### config.mk
export PLATFORM = sky130hd
export DESIGN_NAME = id_ctrl_pipe_flat
export DESIGN_NICKNAME = d
export VERILOG_FILES = /design/src/rtl/mips_ctrl_pkg.sv /design/src/rtl/id_ctrl_pipe_if.sv /design/src/rtl/id_decode.sv /design/src/rtl/id_ctrl_pipe.sv /design/src/flat_wrapper.sv
export SDC_FILE = /design/constraint.sdc
export NUM_CORES = 1
export LEC_CHECK = 0
export ABC_AREA = 1
export CORE_MARGIN = 8
export CORE_UTILIZATION = 48
export CTS_CLUSTER_DIAMETER = 30
export DETAILED_ROUTE_END_ITERATION = 8
export GPL_TIMING_DRIVEN = 0
export PLACE_DENSITY = 0.81
export SYNTH_ARGS = -nofsm -noshare
export SYNTH_HDL_FRONTEND = slang
export SYNTH_SLANG_ARGS = --single-unit
### constraint.sdc
create_clock -name clk -period 2.5 [get_ports clk]
set_clock_uncertainty 0.05 [all_clocks]
set_input_delay 0.75 -clock clk [delete_from_list [all_inputs] [get_ports clk]]
set_output_delay 0.75 -clock clk [all_outputs]
set_load 0.005 [all_outputs]
### src/rtl/mips_ctrl_pkg.sv
// Shared MIPS control definitions: opcode/funct encodings, ALU operation codes
// and the enumerations carried in the decoded control bundle.
// No ports (package).
package mips_ctrl_pkg;

  // Primary opcodes
  localparam logic [5:0] OP_RTYPE  = 6'h00;
  localparam logic [5:0] OP_REGIMM = 6'h01;
  localparam logic [5:0] OP_J      = 6'h02;
  localparam logic [5:0] OP_JAL    = 6'h03;
  localparam logic [5:0] OP_BEQ    = 6'h04;
  localparam logic [5:0] OP_BNE    = 6'h05;
  localparam logic [5:0] OP_BLEZ   = 6'h06;
  localparam logic [5:0] OP_BGTZ   = 6'h07;
  localparam logic [5:0] OP_ADDI   = 6'h08;
  localparam logic [5:0] OP_ADDIU  = 6'h09;
  localparam logic [5:0] OP_SLTI   = 6'h0A;
  localparam logic [5:0] OP_SLTIU  = 6'h0B;
  localparam logic [5:0] OP_ANDI   = 6'h0C;
  localparam logic [5:0] OP_ORI    = 6'h0D;
  localparam logic [5:0] OP_XORI   = 6'h0E;
  localparam logic [5:0] OP_LUI    = 6'h0F;
  localparam logic [5:0] OP_LB     = 6'h20;
  localparam logic [5:0] OP_LH     = 6'h21;
  localparam logic [5:0] OP_LW     = 6'h23;
  localparam logic [5:0] OP_LBU    = 6'h24;
  localparam logic [5:0] OP_LHU    = 6'h25;
  localparam logic [5:0] OP_SB     = 6'h28;
  localparam logic [5:0] OP_SH     = 6'h29;
  localparam logic [5:0] OP_SW     = 6'h2B;

  // R-type funct codes
  localparam logic [5:0] F_SLL     = 6'h00;
  localparam logic [5:0] F_SRL     = 6'h02;
  localparam logic [5:0] F_SRA     = 6'h03;
  localparam logic [5:0] F_SLLV    = 6'h04;
  localparam logic [5:0] F_SRLV    = 6'h06;
  localparam logic [5:0] F_SRAV    = 6'h07;
  localparam logic [5:0] F_JR      = 6'h08;
  localparam logic [5:0] F_SYSCALL = 6'h0C;
  localparam logic [5:0] F_MFHI    = 6'h10;
  localparam logic [5:0] F_MFLO    = 6'h12;
  localparam logic [5:0] F_MULT    = 6'h18;
  localparam logic [5:0] F_MULTU   = 6'h19;
  localparam logic [5:0] F_DIV     = 6'h1A;
  localparam logic [5:0] F_DIVU    = 6'h1B;
  localparam logic [5:0] F_ADD     = 6'h20;
  localparam logic [5:0] F_ADDU    = 6'h21;
  localparam logic [5:0] F_SUB     = 6'h22;
  localparam logic [5:0] F_SUBU    = 6'h23;
  localparam logic [5:0] F_AND     = 6'h24;
  localparam logic [5:0] F_OR      = 6'h25;
  localparam logic [5:0] F_XOR     = 6'h26;
  localparam logic [5:0] F_NOR     = 6'h27;
  localparam logic [5:0] F_SLT     = 6'h2A;
  localparam logic [5:0] F_SLTU    = 6'h2B;

  // ALU operation codes
  localparam logic [3:0] ALU_SLL   = 4'd0;
  localparam logic [3:0] ALU_SRA   = 4'd1;
  localparam logic [3:0] ALU_SRL   = 4'd2;
  localparam logic [3:0] ALU_ADD   = 4'd5;
  localparam logic [3:0] ALU_SUB   = 4'd6;
  localparam logic [3:0] ALU_AND   = 4'd7;
  localparam logic [3:0] ALU_OR    = 4'd8;
  localparam logic [3:0] ALU_XOR   = 4'd9;
  localparam logic [3:0] ALU_NOR   = 4'd10;
  localparam logic [3:0] ALU_SLT   = 4'd11;
  localparam logic [3:0] ALU_SLTU  = 4'd12;
  localparam logic [3:0] ALU_OTHER = 4'd13;

  typedef enum logic [2:0] {
    BR_NONE, BR_BEQ, BR_BNE, BR_BLEZ, BR_BGTZ, BR_REGIMM
  } branch_e;

  typedef enum logic [1:0] {
    JUMP_NONE, JUMP_J, JUMP_JAL, JUMP_JR
  } jump_e;

  typedef enum logic [1:0] {
    MODE_BYTE, MODE_HALF, MODE_WORD
  } mode_e;

  typedef enum logic [2:0] {
    MDU_NONE, MDU_MULT, MDU_MULTU, MDU_DIV, MDU_DIVU, MDU_MFHI, MDU_MFLO
  } mdu_e;

  // Decoded control bundle (ALU code travels separately: its width is a parameter)
  typedef struct packed {
    logic       mem_to_reg;
    logic       mem_write;
    logic       alu_src;
    logic       reg_write;
    logic       signed_ext;
    logic       shift_var;
    logic       lui;
    logic       syscall;
    logic       illegal;
    branch_e    branch;
    jump_e      jump;
    mode_e      mode;
    mdu_e       mdu_op;
    logic [4:0] dest;
  } ctrl_t;

endpackage

### src/rtl/id_ctrl_pipe_if.sv
// ID-to-EX handshake and control-bundle bus.
// master: upstream/downstream environment (drives id_valid, id_instr, ex_ready, flush)
// slave : id_ctrl_pipe (drives id_ready, the ex_* bundle and mdu_busy)
interface id_ctrl_pipe_if #(
  parameter int ALU_OP_W = 4
);
  logic                id_valid;
  logic [31:0]         id_instr;
  logic                id_ready;
  logic                ex_ready;
  logic                flush;
  logic                ex_valid;
  logic [ALU_OP_W-1:0] ex_alu_op;
  logic                ex_mem_to_reg;
  logic                ex_mem_write;
  logic                ex_alu_src;
  logic                ex_reg_write;
  logic                ex_signed_ext;
  logic                ex_shift_var;
  logic                ex_lui;
  logic                ex_syscall;
  logic                ex_illegal;
  logic [2:0]          ex_branch;
  logic [1:0]          ex_jump;
  logic [1:0]          ex_mode;
  logic [2:0]          ex_mdu_op;
  logic [4:0]          ex_dest;
  logic                mdu_busy;

  modport master (
    output id_valid, id_instr, ex_ready, flush,
    input  id_ready, ex_valid, ex_alu_op, ex_mem_to_reg, ex_mem_write, ex_alu_src,
           ex_reg_write, ex_signed_ext, ex_shift_var, ex_lui, ex_syscall, ex_illegal,
           ex_branch, ex_jump, ex_mode, ex_mdu_op, ex_dest, mdu_busy
  );

  modport slave (
    input  id_valid, id_instr, ex_ready, flush,
    output id_ready, ex_valid, ex_alu_op, ex_mem_to_reg, ex_mem_write, ex_alu_src,
           ex_reg_write, ex_signed_ext, ex_shift_var, ex_lui, ex_syscall, ex_illegal,
           ex_branch, ex_jump, ex_mode, ex_mdu_op, ex_dest, mdu_busy
  );
endinterface

### src/rtl/id_decode.sv
// Purely combinational MIPS instruction decoder (shared with the single-cycle core).
// Ports: instr (in, 32) instruction word; alu_op (out, ALU_OP_W) ALU code;
//        ctrl (out) decoded control bundle; reads_rt (out) instruction reads rt.
module id_decode
  import mips_ctrl_pkg::*;
#(
  parameter int ALU_OP_W   = 4,
  parameter bit ENABLE_MDU = 1'b1
) (
  input  logic [31:0]         instr,
  output logic [ALU_OP_W-1:0] alu_op,
  output ctrl_t               ctrl,
  output logic                reads_rt
);

  logic [5:0] op;
  logic [5:0] funct;
  logic [3:0] alu_code;
  logic       illegal;
  logic       is_load;
  logic       is_store;
  logic       imm_op;
  logic       unused_bits;

  assign op          = instr[31:26];
  assign funct       = instr[5:0];
  assign unused_bits = ^{instr[25:21], instr[10:6]};

  always_comb begin
    ctrl      = '0;
    ctrl.mode = MODE_WORD;
    alu_code  = ALU_OTHER;
    reads_rt  = 1'b0;
    illegal   = 1'b0;
    is_load   = 1'b0;
    is_store  = 1'b0;
    imm_op    = 1'b0;
    case (op)
      OP_RTYPE: begin
        reads_rt       = 1'b1;
        ctrl.reg_write = 1'b1;
        case (funct)
          F_SLL:  alu_code = ALU_SLL;
          F_SRL:  alu_code = ALU_SRL;
          F_SRA:  alu_code = ALU_SRA;
          F_SLLV: begin alu_code = ALU_SLL; ctrl.shift_var = 1'b1; end
          F_SRLV: begin alu_code = ALU_SRL; ctrl.shift_var = 1'b1; end
          F_SRAV: begin alu_code = ALU_SRA; ctrl.shift_var = 1'b1; end
          F_JR:      begin ctrl.jump = JUMP_JR; ctrl.reg_write = 1'b0; end
          F_SYSCALL: begin ctrl.syscall = 1'b1; ctrl.reg_write = 1'b0; end
          F_MFHI:  begin ctrl.mdu_op = MDU_MFHI; illegal = !ENABLE_MDU; end
          F_MFLO:  begin ctrl.mdu_op = MDU_MFLO; illegal = !ENABLE_MDU; end
          F_MULT:  begin ctrl.mdu_op = MDU_MULT;  ctrl.reg_write = 1'b0; illegal = !ENABLE_MDU; end
          F_MULTU: begin ctrl.mdu_op = MDU_MULTU; ctrl.reg_write = 1'b0; illegal = !ENABLE_MDU; end
          F_DIV:   begin ctrl.mdu_op = MDU_DIV;   ctrl.reg_write = 1'b0; illegal = !ENABLE_MDU; end
          F_DIVU:  begin ctrl.mdu_op = MDU_DIVU;  ctrl.reg_write = 1'b0; illegal = !ENABLE_MDU; end
          F_ADD, F_ADDU: alu_code = ALU_ADD;
          F_SUB, F_SUBU: alu_code = ALU_SUB;
          F_AND:  alu_code = ALU_AND;
          F_OR:   alu_code = ALU_OR;
          F_XOR:  alu_code = ALU_XOR;
          F_NOR:  alu_code = ALU_NOR;
          F_SLT:  alu_code = ALU_SLT;
          F_SLTU: alu_code = ALU_SLTU;
          default: illegal = 1'b1;
        endcase
      end
      OP_REGIMM: begin ctrl.branch = BR_REGIMM; ctrl.signed_ext = 1'b1; end
      OP_J:      ctrl.jump = JUMP_J;
      OP_JAL:    begin ctrl.jump = JUMP_JAL; ctrl.reg_write = 1'b1; end
      OP_BEQ:    begin ctrl.branch = BR_BEQ;  ctrl.signed_ext = 1'b1; reads_rt = 1'b1; end
      OP_BNE:    begin ctrl.branch = BR_BNE;  ctrl.signed_ext = 1'b1; reads_rt = 1'b1; end
      OP_BLEZ:   begin ctrl.branch = BR_BLEZ; ctrl.signed_ext = 1'b1; end
      OP_BGTZ:   begin ctrl.branch = BR_BGTZ; ctrl.signed_ext = 1'b1; end
      OP_ADDI, OP_ADDIU: begin alu_code = ALU_ADD;  imm_op = 1'b1; ctrl.signed_ext = 1'b1; end
      OP_SLTI:   begin alu_code = ALU_SLT;  imm_op = 1'b1; ctrl.signed_ext = 1'b1; end
      OP_SLTIU:  begin alu_code = ALU_SLTU; imm_op = 1'b1; ctrl.signed_ext = 1'b1; end
      OP_ANDI:   begin alu_code = ALU_AND;  imm_op = 1'b1; end
      OP_ORI:    begin alu_code = ALU_OR;   imm_op = 1'b1; end
      OP_XORI:   begin alu_code = ALU_XOR;  imm_op = 1'b1; end
      OP_LUI:    begin alu_code = ALU_SLL;  imm_op = 1'b1; ctrl.lui = 1'b1; end
      OP_LB, OP_LBU: begin is_load = 1'b1;  ctrl.mode = MODE_BYTE; end
      OP_LH, OP_LHU: begin is_load = 1'b1;  ctrl.mode = MODE_HALF; end
      OP_LW:         is_load = 1'b1;
      OP_SB:         begin is_store = 1'b1; ctrl.mode = MODE_BYTE; end
      OP_SH:         begin is_store = 1'b1; ctrl.mode = MODE_HALF; end
      OP_SW:         is_store = 1'b1;
      default:       illegal = 1'b1;
    endcase

    // Memory ops compute base + sign-extended offset
    if (is_load || is_store) begin
      alu_code        = ALU_ADD;
      ctrl.alu_src    = 1'b1;
      ctrl.signed_ext = 1'b1;
    end
    if (is_load) begin
      ctrl.mem_to_reg = 1'b1;
      ctrl.reg_write  = 1'b1;
    end
    if (is_store) begin
      ctrl.mem_write = 1'b1;
      reads_rt       = 1'b1;
    end
    if (imm_op) begin
      ctrl.alu_src   = 1'b1;
      ctrl.reg_write = 1'b1;
    end

    ctrl.dest = (ctrl.jump == JUMP_JAL) ? 5'd31 :
                (op == OP_RTYPE)        ? instr[15:11] : instr[20:16];

    // An illegal instruction must have no architectural side effects downstream
    if (illegal) begin
      ctrl         = '0;
      ctrl.illegal = 1'b1;
      alu_code     = ALU_OTHER;
    end

    alu_op = ALU_OP_W'(alu_code);
  end

endmodule

### src/rtl/id_ctrl_pipe.sv
// ID-stage control: decodes the ID instruction, registers the control bundle into
// the ID/EX boundary under a valid/ready handshake, detects load-use and MDU-busy
// hazards and tracks the multiply/divide busy window.
// Ports: clk (rising edge), rst_n (async active-low), bus (id_ctrl_pipe_if.slave).
module id_ctrl_pipe
  import mips_ctrl_pkg::*;
#(
  parameter int MDU_LATENCY = 4,
  parameter bit ENABLE_MDU  = 1'b1,
  parameter int ALU_OP_W    = 4
) (
  input logic           clk,
  input logic           rst_n,
  id_ctrl_pipe_if.slave bus
);

  logic [ALU_OP_W-1:0] dec_alu_op;
  ctrl_t               dec_ctrl;
  logic                dec_reads_rt;

  logic                ex_valid_reg;
  logic [ALU_OP_W-1:0] alu_op_reg;
  ctrl_t               ctrl_reg;

  logic [4:0] id_rs;
  logic [4:0] id_rt;
  logic       load_use;
  logic       mdu_stall;
  logic       stall;
  logic       advance;
  logic       accept;
  logic       mdu_busy;

  id_decode #(
    .ALU_OP_W   (ALU_OP_W),
    .ENABLE_MDU (ENABLE_MDU)
  ) u_decode (
    .instr    (bus.id_instr),
    .alu_op   (dec_alu_op),
    .ctrl     (dec_ctrl),
    .reads_rt (dec_reads_rt)
  );

  assign id_rs = bus.id_instr[25:21];
  assign id_rt = bus.id_instr[20:16];

  // Load in EX whose result is needed by the ID instruction ($0 never hazards)
  assign load_use  = ex_valid_reg && ctrl_reg.mem_to_reg && (ctrl_reg.dest != 5'd0) &&
                     ((ctrl_reg.dest == id_rs) || (dec_reads_rt && (ctrl_reg.dest == id_rt)));
  assign mdu_stall = mdu_busy && (dec_ctrl.mdu_op != MDU_NONE);
  assign stall     = bus.id_valid && (load_use || mdu_stall);
  assign advance   = !ex_valid_reg || bus.ex_ready;
  assign accept    = bus.id_valid && !stall && advance && !bus.flush;

  assign bus.id_ready = !bus.flush && !stall && advance;

  always_ff @(posedge clk or negedge rst_n) begin
    if (!rst_n) begin
      ex_valid_reg <= 1'b0;
      alu_op_reg   <= '0;
      ctrl_reg     <= '0;
    end else if (bus.flush || (advance && !accept)) begin
      // Flush or bubble: slot emptied and bundle cleared
      ex_valid_reg <= 1'b0;
      alu_op_reg   <= '0;
      ctrl_reg     <= '0;
    end else if (accept) begin
      ex_valid_reg <= 1'b1;
      alu_op_reg   <= dec_alu_op;
      ctrl_reg     <= dec_ctrl;
    end
  end

  generate
    if (ENABLE_MDU) begin : g_mdu
      logic [3:0] mdu_cnt_reg;

      // Busy window restarts on the accepting edge of a mult/div; flush does not cancel it
      always_ff @(posedge clk or negedge rst_n) begin
        if (!rst_n) begin
          mdu_cnt_reg <= 4'd0;
        end else if (accept && (dec_ctrl.mdu_op inside {MDU_MULT, MDU_MULTU, MDU_DIV, MDU_DIVU})) begin
          mdu_cnt_reg <= 4'(MDU_LATENCY);
        end else if (mdu_cnt_reg != 4'd0) begin
          mdu_cnt_reg <= mdu_cnt_reg - 4'd1;
        end
      end

      assign mdu_busy = (mdu_cnt_reg != 4'd0);
    end else begin : g_no_mdu
      assign mdu_busy = 1'b0;
    end
  endgenerate

  assign bus.mdu_busy      = mdu_busy;
  assign bus.ex_valid      = ex_valid_reg;
  assign bus.ex_alu_op     = alu_op_reg;
  assign bus.ex_mem_to_reg = ctrl_reg.mem_to_reg;
  assign bus.ex_mem_write  = ctrl_reg.mem_write;
  assign bus.ex_alu_src    = ctrl_reg.alu_src;
  assign bus.ex_reg_write  = ctrl_reg.reg_write;
  assign bus.ex_signed_ext = ctrl_reg.signed_ext;
  assign bus.ex_shift_var  = ctrl_reg.shift_var;
  assign bus.ex_lui        = ctrl_reg.lui;
  assign bus.ex_syscall    = ctrl_reg.syscall;
  assign bus.ex_illegal    = ctrl_reg.illegal;
  assign bus.ex_branch     = ctrl_reg.branch;
  assign bus.ex_jump       = ctrl_reg.jump;
  assign bus.ex_mode       = ctrl_reg.mode;
  assign bus.ex_mdu_op     = ctrl_reg.mdu_op;
  assign bus.ex_dest       = ctrl_reg.dest;

endmodule

### src/flat_wrapper.sv
// flat-port wrapper written by rule: the top's interface ports become plain ports
module id_ctrl_pipe_flat import mips_ctrl_pkg::*;
#(
  parameter int MDU_LATENCY = 4,
  parameter bit ENABLE_MDU  = 1'b1,
  parameter int ALU_OP_W    = 4
)
  (clk, rst_n, bus_id_valid, bus_id_instr, bus_ex_ready, bus_flush, bus_id_ready, bus_ex_valid, bus_ex_alu_op, bus_ex_mem_to_reg, bus_ex_mem_write, bus_ex_alu_src, bus_ex_reg_write, bus_ex_signed_ext, bus_ex_shift_var, bus_ex_lui, bus_ex_syscall, bus_ex_illegal, bus_ex_branch, bus_ex_jump, bus_ex_mode, bus_ex_mdu_op, bus_ex_dest, bus_mdu_busy);
  id_ctrl_pipe_if #(.ALU_OP_W(ALU_OP_W)) bus_i ();
  input logic clk;
  input logic rst_n;
  input wire logic [$bits(bus_i.id_valid)-1:0] bus_id_valid;
  input wire logic [$bits(bus_i.id_instr)-1:0] bus_id_instr;
  input wire logic [$bits(bus_i.ex_ready)-1:0] bus_ex_ready;
  input wire logic [$bits(bus_i.flush)-1:0] bus_flush;
  output wire logic [$bits(bus_i.id_ready)-1:0] bus_id_ready;
  output wire logic [$bits(bus_i.ex_valid)-1:0] bus_ex_valid;
  output wire logic [$bits(bus_i.ex_alu_op)-1:0] bus_ex_alu_op;
  output wire logic [$bits(bus_i.ex_mem_to_reg)-1:0] bus_ex_mem_to_reg;
  output wire logic [$bits(bus_i.ex_mem_write)-1:0] bus_ex_mem_write;
  output wire logic [$bits(bus_i.ex_alu_src)-1:0] bus_ex_alu_src;
  output wire logic [$bits(bus_i.ex_reg_write)-1:0] bus_ex_reg_write;
  output wire logic [$bits(bus_i.ex_signed_ext)-1:0] bus_ex_signed_ext;
  output wire logic [$bits(bus_i.ex_shift_var)-1:0] bus_ex_shift_var;
  output wire logic [$bits(bus_i.ex_lui)-1:0] bus_ex_lui;
  output wire logic [$bits(bus_i.ex_syscall)-1:0] bus_ex_syscall;
  output wire logic [$bits(bus_i.ex_illegal)-1:0] bus_ex_illegal;
  output wire logic [$bits(bus_i.ex_branch)-1:0] bus_ex_branch;
  output wire logic [$bits(bus_i.ex_jump)-1:0] bus_ex_jump;
  output wire logic [$bits(bus_i.ex_mode)-1:0] bus_ex_mode;
  output wire logic [$bits(bus_i.ex_mdu_op)-1:0] bus_ex_mdu_op;
  output wire logic [$bits(bus_i.ex_dest)-1:0] bus_ex_dest;
  output wire logic [$bits(bus_i.mdu_busy)-1:0] bus_mdu_busy;
  assign bus_i.id_valid = bus_id_valid;
  assign bus_i.id_instr = bus_id_instr;
  assign bus_i.ex_ready = bus_ex_ready;
  assign bus_i.flush = bus_flush;
  assign bus_id_ready = bus_i.id_ready;
  assign bus_ex_valid = bus_i.ex_valid;
  assign bus_ex_alu_op = bus_i.ex_alu_op;
  assign bus_ex_mem_to_reg = bus_i.ex_mem_to_reg;
  assign bus_ex_mem_write = bus_i.ex_mem_write;
  assign bus_ex_alu_src = bus_i.ex_alu_src;
  assign bus_ex_reg_write = bus_i.ex_reg_write;
  assign bus_ex_signed_ext = bus_i.ex_signed_ext;
  assign bus_ex_shift_var = bus_i.ex_shift_var;
  assign bus_ex_lui = bus_i.ex_lui;
  assign bus_ex_syscall = bus_i.ex_syscall;
  assign bus_ex_illegal = bus_i.ex_illegal;
  assign bus_ex_branch = bus_i.ex_branch;
  assign bus_ex_jump = bus_i.ex_jump;
  assign bus_ex_mode = bus_i.ex_mode;
  assign bus_ex_mdu_op = bus_i.ex_mdu_op;
  assign bus_ex_dest = bus_i.ex_dest;
  assign bus_mdu_busy = bus_i.mdu_busy;
  id_ctrl_pipe #(.MDU_LATENCY(MDU_LATENCY), .ENABLE_MDU(ENABLE_MDU), .ALU_OP_W(ALU_OP_W)) u_core (.clk(clk), .rst_n(rst_n), .bus(bus_i));
endmodule
==> results.tsv <==
metric	value	unit
Final Hold Violating Endpoints	0	
Layout Cell Area excl Fill	3530	um^2
synth unique cells	33	
synth top area cells	dfrtp_1, nand2_1, nand3_1	
Crit. End Element	output port	
detailed-route DRC error count	0	
post-synthesis net count	399	
failing checks	setup timing	
Pwr Density	461	nW/um^2
global router's overall resource usage	0.216	
row cnt	25	
Filler Cells Inserted	379	
footprint of the flip-flops and latches	826	um^2
Max Cap Violations	0	
number of vias in the routed layout	2799	
per-cell via count in the routed design	5.34	
CTS clk-pin slew, worst paths	0.07	ns
most used cells in the layout excluding fill and tap cells	nand2_1, clkdlybuf4s50_1, inv_1, dfrtp_1, buf_4	
CP Data Required Time	1.70	ns
leakage	1.83	nW
final count of negative-setup-slack endpoints	1	
largest area contributor in the netlist	dfrtp_1	
post-synth top area share	0.353	
number of enable-type register cells in the synthesized netlist	0	
detailed-router iteration count before antenna repair	5	
cell at the root of the clock tree	clkbuf_8	
dominant register cell in the synthesized netlist	dfrtp_1	
number of DRC markers in iteration 0	217	
unrepaired setup endpoints after global routing	true	
GR Overflow Total	0	
shortest clock period the worst path allows after layout	2.63	ns
antenna viol nets, final	0	
fraction of registers with async set/reset	1.00	
Port-buffer cells	61	
DIE WIDTH	85.9	um
DRT Wirelength	7940	um
post-layout net count	495	
number of CTS-inserted buffers	5	
largest net degree at the start of global routing	34	
max FFs per register	5	
overall die area	7370	um^2
clock insertion delay at the later pin of the skew report	0.29	ns
status	finished, violations left	
average wire per cell in the routed design	15.2	um
Gate Count Post-Synth	360	
crit path max fanout	5	
Util after Layout	0.746	
most common cell after layout, fill and taps aside	nand2_1	
TritonCTS clock tree	built	
n_diodes	0	
portion of the post-synthesis area used by sequential elements	0.353	
number of clock sinks seen by CTS	33	
via count of the first global-routing pass	2738	
antenna violations before repair	0	
WP data arrival	1.83	ns
post-placement cell area	3030	um^2
setup slack after placement	-1.10	ns
YS warnings	0	
slew margin rel.	0.498	
transition time at the pin with the least slew margin	0.753	ns
type of the worst setup path	input pin to output port	
relative area change from synthesis to final layout	50.5	%
post-route clock period utilization	1.05	
placeable core region	4720	um^2
Post-Synthesis Cell Area	2340	um^2
type of the tightest min-delay check	flop to flop	
kind of start point of the critical path	input pin	
final standard cell count with taps included and fillers excluded	524	
global-route wire length before repair	12700	um
clock buffer depth	2	
final worst-path setup slack	-0.131	ns
I/O pin count	68	
initial core utilization	0.496	
max-slew violations	0	
layout cell share with drive strength beyond 1	0.245	
CTS H-tree lvls	2	
maximum achievable frequency	380	MHz
combined area of the multi-input logic cells	1490	um^2
vertical die dimension	85.9	um
HPWL after DPL	5280	um
Final Wtd Congestion	0.993	
number of synthesized register bits	33	
worst vdd ir	0.243	mV
Placed Cells incl. Taps	488	
mean cell area of the mapped netlist	6.51	um^2
==> cell type report <==
class                      count  share of cell area
timing repair buffer          89               0.227
multi-input combinational    277               0.423
tap                           67              0.0238
clock buffer                   7              0.0245
inverter                      43              0.0465
buffer                         7              0.0124
clock inverter                 1             0.00852
sequential                    33               0.234
==> critical path, stage by stage <==
cell	delay, ns
buf_8	0.11
nor2_4	0.14
nand3_4	0.11
buf_6	0.16
nor2_4	0.10
nand2_2	0.08
nand3_2	0.08
nand2_2	0.07
nand2_2	0.07
a21oi_2	0.04
buf_2	0.12
==> path summary, 6_finish.rpt <==
kind                                                        to  slack [ns]  depth (start not counted)                                     from
setup / recovery                                  bus_id_ready       -0.13                         11                         bus_id_instr[29]
hold / removal             u_core.bus.ex_mdu_op[1]$_DFFE_PN0P_        0.43                          2      u_core.bus.ex_mdu_op[1]$_DFFE_PN0P_
setup reg to reg           u_core.bus.ex_mem_write$_DFFE_PN0P_        0.42                         13  u_core.g_mdu.mdu_cnt_reg[0]$_DFFE_PN0P_
hold reg to reg            u_core.bus.ex_mdu_op[1]$_DFFE_PN0P_        0.43                          2      u_core.bus.ex_mdu_op[1]$_DFFE_PN0P_
max in group asynchronous    u_core.bus.ex_mode[0]$_DFFE_PN0P_        1.44                          1                                    rst_n
min in group asynchronous  u_core.bus.ex_mdu_op[2]$_DFFE_PN0P_        0.48                          1                                    rst_n
==> metrics by stage <==
stage                     hold WS, ns  total power, mW  setup TNS (ns)
after floorplan                 0.404            0.849               0
after global placement          0.415            0.996          -14.06
after detailed placement        0.416             1.01          -12.95
after CTS                       0.440             1.60         -0.0687
after global routing            0.452             1.71          -0.424
final                           0.431             1.63          -0.131
==> cells by family (layout without fill, tap and decap cells) <==
| family | count (synthesis) | in the layout | synth area share |
|---|---|---|---|
| AO/OA/AOI/OAI | 31 | 31 | 0.0780 |
| XOR/XNOR | 11 | 11 | 0.0411 |
| adder cells (fa/ha/maj) | 2 | 2 | 0.0107 |
| buffers and inverters | 50 | 147 | 0.0876 |
| flip-flops | 33 | 33 | 0.353 |
| multiplexers | 1 | 1 | 0.00481 |
| AND/OR/NAND/NOR | 232 | 232 | 0.425 |
==> repair_timing <==
| item | CTS | global route |
|---|---|---|
| hold buffers | 0 | 0 |
| setup endpoints to repair | 28 | 17 |
| pin swaps | 31 | 15 |
| buffers inserted | 21 | 6 |
| resized for setup | 112 | 26 |
| gates cloned | 0 | 1 |
==> layer usage <==
metal	share of wire	vias up	GRT usage
met2	0.49	142	0.372
li1	-	1335	-
met4	0.039	0	0.0955
met3	0.073	34	0.0564
met5	0	-	0
met1	0.40	1288	0.246
==> cells in the mapped netlist (3+ instances only) <==
cell type and n:
nor2_1 33, a21oi_1 4, o211ai_1 4, nor3_1 8, dfrtp_1 33, inv_2 3
xnor2_1 4, nand3_1 31, inv_1 40, nor2_2 5, o21ai_0 18, nand2_1 139
nand4_1 5, xor2_1 7, clkbuf_1 3
==> where the power goes <==
| part | switching, mW | internal [mW] | total (mW) |
|---|---|---|---|
| logic | 0.249 | 0.221 | 0.470 |
| clock network | 0.206 | 0.325 | 0.531 |
| registers | 0.0445 | 0.581 | 0.625 |
| total | 0.500 | 1.13 | 1.63 |
Note: power is estimated with default switching activity, not from simulation.
